$ cat src/rtl/ex_hazard_ctrl.sv
// ex_hazard_ctrl: EX-stage destination select, load-use stall sequencing,
// EX/MEM/WB destination shadows and ALU operand forwarding selects.
module ex_hazard_ctrl #(
   parameter int REG_W      = 5,
   parameter int LOAD_STALL = 1
) (
   input  logic             clk,
   input  logic             rst,
   input  logic             id_valid,
   input  logic [REG_W-1:0] id_rs,
   input  logic [REG_W-1:0] id_rt,
   input  logic [REG_W-1:0] id_rd,
   input  logic             id_regdst,
   input  logic             id_regwrite,
   input  logic             id_memread,
   input  logic             flush,
   output logic             stall,
   output logic             ex_regdst_sel,
   output logic [REG_W-1:0] ex_dest,
   output logic [REG_W-1:0] mem_dest,
   output logic [REG_W-1:0] wb_dest,
   output logic             wb_regwrite,
   output logic [1:0]       fwd_a,
   output logic [1:0]       fwd_b
);

   typedef enum logic {IDLE, STALL} state_t;

   state_t           state;
   logic [2:0]       cnt;
   logic [REG_W-1:0] ex_rs;
   logic [REG_W-1:0] ex_rt;
   logic             ex_regwrite;
   logic             ex_memread;
   logic             mem_regwrite;
   logic             load_use;
   logic             bubble;

   assign load_use = ex_memread & (ex_dest != '0) & id_valid &
                     ((ex_dest == id_rs) | (ex_dest == id_rt));

   // Gated by rst so a reset mid-stall releases the front end at once.
   assign stall  = ~rst & (((state == IDLE) & load_use & ~flush) |
                           (state == STALL));
   assign bubble = stall | flush;

   always_ff @(posedge clk or posedge rst) begin
      if (rst) begin
         state <= IDLE;
         cnt   <= '0;
      end else if (flush) begin
         state <= IDLE;
         cnt   <= '0;
      end else begin
         unique case (state)
            IDLE: begin
               if (load_use && LOAD_STALL > 1) begin
                  state <= STALL;
                  cnt   <= 3'(LOAD_STALL - 1);
               end
            end
            STALL: begin
               cnt <= cnt - 3'd1;
               if (cnt == 3'd1)
                  state <= IDLE;
            end
            default: begin
               state <= IDLE;
               cnt   <= '0;
            end
         endcase
      end
   end

   always_ff @(posedge clk or posedge rst) begin
      if (rst) begin
         ex_rs         <= '0;
         ex_rt         <= '0;
         ex_dest       <= '0;
         ex_regdst_sel <= 1'b0;
         ex_regwrite   <= 1'b0;
         ex_memread    <= 1'b0;
      end else if (bubble) begin
         ex_rs         <= '0;
         ex_rt         <= '0;
         ex_dest       <= '0;
         ex_regdst_sel <= 1'b0;
         ex_regwrite   <= 1'b0;
         ex_memread    <= 1'b0;
      end else begin
         ex_rs         <= id_rs;
         ex_rt         <= id_rt;
         ex_dest       <= id_regdst ? id_rd : id_rt;
         ex_regdst_sel <= id_regdst;
         ex_regwrite   <= id_regwrite & id_valid;
         ex_memread    <= id_memread & id_valid;
      end
   end

   // Downstream shadows keep moving while the front end is frozen.
   always_ff @(posedge clk or posedge rst) begin
      if (rst) begin
         mem_dest     <= '0;
         mem_regwrite <= 1'b0;
         wb_dest      <= '0;
         wb_regwrite  <= 1'b0;
      end else begin
         mem_dest     <= ex_dest;
         mem_regwrite <= ex_regwrite;
         wb_dest      <= mem_dest;
         wb_regwrite  <= mem_regwrite;
      end
   end

   function automatic logic [1:0] fwd_sel(
      input logic [REG_W-1:0] src,
      input logic [REG_W-1:0] mdst,
      input logic             mwr,
      input logic [REG_W-1:0] wdst,
      input logic             wwr
   );
      if (mwr && mdst != '0 && mdst == src)
         return 2'b10;
      if (wwr && wdst != '0 && wdst == src)
         return 2'b01;
      return 2'b00;
   endfunction

   assign fwd_a = fwd_sel(ex_rs, mem_dest, mem_regwrite,
                          wb_dest, wb_regwrite);
   assign fwd_b = fwd_sel(ex_rt, mem_dest, mem_regwrite,
                          wb_dest, wb_regwrite);

endmodule

$ cat config.mk
export PLATFORM = sky130hd
export DESIGN_NAME = ex_hazard_ctrl
export DESIGN_NICKNAME = d
export VERILOG_FILES = /design/src/rtl/ex_hazard_ctrl.sv
export SDC_FILE = /design/constraint.sdc
export NUM_CORES = 1
export LEC_CHECK = 0
export CELL_PAD_IN_SITES_DETAIL_PLACEMENT = 0
export CELL_PAD_IN_SITES_GLOBAL_PLACEMENT = 1
export CORE_AREA = 2 2 69 71
export CTS_BUF_LIST = sky130_fd_sc_hd__clkbuf_2
export DETAILED_ROUTE_END_ITERATION = 10
export DIE_AREA = 0 0 71 73
export PLACE_DENSITY_LB_ADDON = 0.1
export SLEW_MARGIN = 0
export SYNTH_ARGS = -nofsm -noshare
export SYNTH_HDL_FRONTEND = slang
export SYNTH_SLANG_ARGS = --single-unit
$ cat constraint.sdc
create_clock -name clk -period 2.2 [get_ports clk]
set_input_delay 0.22 -clock clk [delete_from_list [all_inputs] [get_ports clk]]
set_output_delay 0.22 -clock clk [all_outputs]
set_load 0.02 [all_outputs]
After elaboration in Yosys (flattened, before gate mapping):

Cells that the tools add are included.

* bitwise logic cells: 14
* equality and inequality tests: 7
* add/subtract/negate cells: 1
* mux-type cells: 26
* reductions and logical operators: 10

Operators by type and width (count)
* $eq 5x5->1: 6
* $mux 5: 4
* $mux 2: 8
* $reduce_bool 5->1: 3
* $mux 1: 12
* $and 1x1->1: 8
* $logic_and 1x1->1: 6
* $mux 3: 2
* $eq 3x1->1 const B: 1
* $not 1->1: 3
* $or 1x1->1: 3
* $sub 3x1->3 const B: 1
* $reduce_bool 2->1: 1

* logic and storage cells: 70
* register bits after elaboration: 34
* output and inout port bits: 22
* input bits: 22

Logic depth before layout (Yosys ltp):

* word-level depth: 10
* gate-level depth with buffers: 6

Worst setup path before layout:

Ideal clock, no wire load.

* kind: reg2out
* from: register mem_dest[1]
* to: output port fwd_a[0]
* buffers on the path: 0
* slack: 119 ps
* data arrival time: 1861 ps
* cell stages (with the launch flop): 5
* cells stage by stage: dfrtp_1 or4_1 o21ai_1 nor4_1 nor4_2

* longest elaborated chain between the ends: 5
* elaborated cells between the ends (all ways): 6
* those cells by class: 1 x eq/ne; 2 x mux; 3 x reduce/logical

Ends and longest elaborated chain
* start, declared: line 20 `output logic [REG_W-1:0] mem_dest,`
* start signal, assigned: line 108 `mem_dest <= ex_dest;`
* $reduce_bool 5->1: line 122 `if (mwr && mdst != '0 && mdst == src)`
* $logic_and 1x1->1: line 122
* $logic_and 1x1->1 (*): line 122
* $mux 1 (*): line 122
* $mux 2 (*): line 124 `if (wwr && wdst != '0 && wdst == src)`
* end, declared: line 23 `output logic [1:0] fwd_a,`

Every way passes the cells marked *; elsewhere a longest branch is shown, timed or not.

Final worst setup path:

* from: register mem_dest[3]
* to: output port fwd_b[0]

* longest elaborated chain between the ends: 5
* elaborated cells between the ends (all ways): 6
* those cells by class: 1 x eq/ne; 2 x mux; 3 x reduce/logical

Ends and longest elaborated chain
* $reduce_bool 5->1: line 122
* $logic_and 1x1->1: line 122
* $logic_and 1x1->1 (*): line 122
* $mux 1 (*): line 122
* $mux 2 (*): line 124
* end, declared: line 24 `output logic [1:0] fwd_b`

Marked as above.

==> flow_summary.json <==
{
  "dp_cells": 255,
  "grt_pass1_vias": 1306,
  "cp_max_fo": 2,
  "p_per_area_nw_per_um2": 521,
  "ys_ff_latch": 34,
  "synth_cells": 144,
  "clkTransAtPathRegs_ps": 160,
  "die_w_um": 71,
  "synth_warnings": 0,
  "min_period_over_period": 1.02,
  "dieHeight_um": 73,
  "final_cells": 268,
  "antenna_found_initial": 0,
  "hold_viol": 0,
  "initial_core_util": 0.382,
  "vias_per_cell": 4.76,
  "yosysUniqueCellTypes": 28,
  "die-area_sq_um": 5180,
  "synthXorXnorAreaFrac": 0.162,
  "reg2reg_depth": 5,
  "reg2reg_from": "ex_dest[3]",
  "syn_to_final_growth_pct": 41.4,
  "power.leakage_nw": 1.10,
  "cp.depth": 5,
  "startpoint_type": "flip-flop",
  "clk_latency_ps": 370,
  "drtIter0Drc": 43,
  "max_freq_ghz": 0.445,
  "io_pins": 44,
  "cpPeakStageDelay_ps": 550,
  "status": "complete, but fails checks",
  "hpwl_um": 2850,
  "slew-limit-headroom": 0.494,
  "finalMaxSlewViolations": 0,
  "peakVddDrop_uv": 236,
  "setup_violations": 2,
  "maxCapViolCount": 0,
  "portBuffers": 43,
  "regToRegEndpoint": "ex_rt[4]",
  "dr.pass1.iters": 2,
  "rsz0062_at_grt": "yes",
  "crit_start": "mem_dest[3]",
  "crit_buf_inv": 1,
  "cts_hold_buf": 0,
  "clock-sinks": 34,
  "grt_usage": 0.155,
  "failed_checks": "negative setup slack",
  "synth-simple-area-share": 0.103,
  "fin_skew_ps": 10.5,
  "crit_type": "reg2out",
  "syn_area_per_cell_sq_um": 12.0,
  "path_cells": "or4_4 -> o21ai_4 -> nor4_4 -> nor4_2 -> buf_2",
  "seq_area_frac_synth": 0.491,
  "synthFlopType": "dfrtp_1",
  "worst-r2r-setup-slack_ps": 480,
  "routabilityCongestion": 0.772,
  "crit_end": "fwd_b[0]",
  "num_rows": 25,
  "synth_area_sq_um": 1730,
  "period_needed_ps": 2250,
  "synth_compound_area_frac": 0.134,
  "crit_required_ps": 1980,
  "cp-end-kind": "primary output",
  "synth_fp_nets": 168,
  "diodes": 0,
  "drc_errors": 0,
  "slowest_stage": "or4_4",
  "worst_ep_arrival_time_ps": 2030,
  "postLayoutSetupSlackWorst_ps": -46.8,
  "tightest_slew_ps": 760,
  "post-route-util": 0.540,
  "async_reset_ff_frac": 1.00,
  "synth_top_family_by_area": "XOR/XNOR gates",
  "hold_class": "in2async",
  "clockBufferDepth": 2,
  "muxShareOfSynthArea": 0.0289,
  "routedWlPerCell_um": 14.2,
  "overflow": 0,
  "core_sq_um": 4540,
  "synthAdderAreaFrac": 0.0144,
  "cts-root-buf": "clkbuf_2",
  "cts_buffers": 5,
  "grt_pass1_wl_um": 6080,
  "cts_tree": "done",
  "drive_gt1_frac": 0.280,
  "vias": 1277,
  "htree_levels": 2,
  "grt_max_degree": 28,
  "ant_nets": 0,
  "synth_edf_count": 0,
  "fin_setup_tns_ps": -53.3,
  "wl_um": 3800,
  "nets": 237,
  "crit_family": "simple AND/OR/NAND/NOR gates"
}
-- metrics by stage --
step                hold slack, ps  worst slack, ps  instance area [sq um]  power [mW]
finish                         201            -46.8                   2450        1.28
global route                   177             -115                   2450        1.35
CTS                            179            -70.4                   2390        1.28
detailed placement             340            -68.2                   2320       0.987
global placement               335            -55.9                   2320       0.982
floorplan                      286              119                   1730       0.848
-- cell usage in the layout (no fill, tap or decap), drive strengths merged --
master / netlist / routed
nand3: 5 / 5
xnor2: 17 / 17
a21o: 1 / 1
nor3b: 1 / 1
xor2: 15 / 15
buf: 4 / 30
ha: 2 / 2
o22ai: 1 / 1
mux2i: 5 / 5
o21ai: 2 / 2
or4: 5 / 5
inv: 14 / 14
nor2: 5 / 5
nor4: 4 / 4
dfrtp: 34 / 34
nor3: 1 / 1
nor2b: 1 / 1
a22o: 1 / 1
clkbuf: 1 / 6
clkdlybuf4s50: 0 / 38
clkinv: 0 / 2
a211oi: 19 / 19
nand2: 5 / 5
-- kinds of logic (layout without fill, tap and decap cells) --
logic type                 after synthesis  count (layout)
AOI/OAI and AO/OA                       24              24
xor gates and xnor gates                32              32
adders and majority gates                2               2
buffers and inverters                   20              90
DFF                                     34              34
muxes                                    5               5
and+or+nand+nor                         27              27
-- synthesized netlist by cell type (4+ instances only) --
cell	instances	area, sq um
mux2i_1	5	50.1
nand2_1	5	18.8
nand3_1	5	25.0
xnor2_1	17	149
nor2_1	4	15.0
xor2_1	15	131
dfrtp_1	34	851
a211oi_1	9	67.6
or4_1	4	30.0
inv_1	14	52.6
a211oi_2	10	125
-- worst min path at each step --
stage           startpoint      endpoint  slack, ps  cells after the start
4_1_cts                rst    ex_dest[4]        180                      3
5_1_grt                rst    ex_dest[4]        180                      3
2_1_floorplan        flush        cnt[0]        290                      1
6_report               rst    ex_dest[4]        200                      3
3_5_place_dp   ex_regwrite  mem_regwrite        340                      0
3_3_place_gp   ex_regwrite  mem_regwrite        330                      0
-- state kept, by name (all words and copies together) (netlist names) --
name,cells
wb_regwrite,1
ex_rs,5
ex_rt,5
mem_regwrite,1
ex_memread,1
state,1
mem_dest,5
ex_regdst_sel,1
cnt,3
wb_dest,5
ex_dest,5
ex_regwrite,1
-- metal layers --
| layer | part of all wire | track usage | up-vias | wire length (um) |
|---|---|---|---|---|
| li1 | - | - | 631 | - |
| met1 | 0.41 | 0.175 | 608 | 1550 |
| met2 | 0.53 | 0.281 | 33 | 2010 |
| met3 | 0.050 | 0.0414 | 5 | 189 |
| met4 | 0.015 | 0.0566 | 0 | 56 |
| met5 | 0 | 0 | - | 0 |
-- worst min-delay path, stage by stage --
cell and delay, ps:
clkdlybuf4s50_1 420, inv_1 120, buf_4 180
-- area by class of cell --
type | count | area (sq um)
Fill cell | 414 | 2090
Inverter | 14 | 52.6
Sequential cell | 34 | 851
Clock inverter | 2 | 8.76
Multi-Input combinational cell | 90 | 828
Tap cell | 54 | 67.6
Clock buffer | 6 | 30.0
Timing Repair Buffer | 68 | 612
-- timing repair --
| action | 4_1_cts | 5_1_grt |
|---|---|---|
| buffers inserted | 4 | 1 |
| cloned | 0 | 0 |
| resized for setup | 24 | 14 |
| pin swaps | 5 | 3 |
| endpoints found under the setup margin | 5 | 5 |
-- power by group --
group	internal (mW)	switching, mW	total, mW
clock network	0.0781	0.200	0.279
logic	0.163	0.151	0.314
registers	0.656	0.0292	0.685
Note: power is estimated with default switching activity, not from simulation.
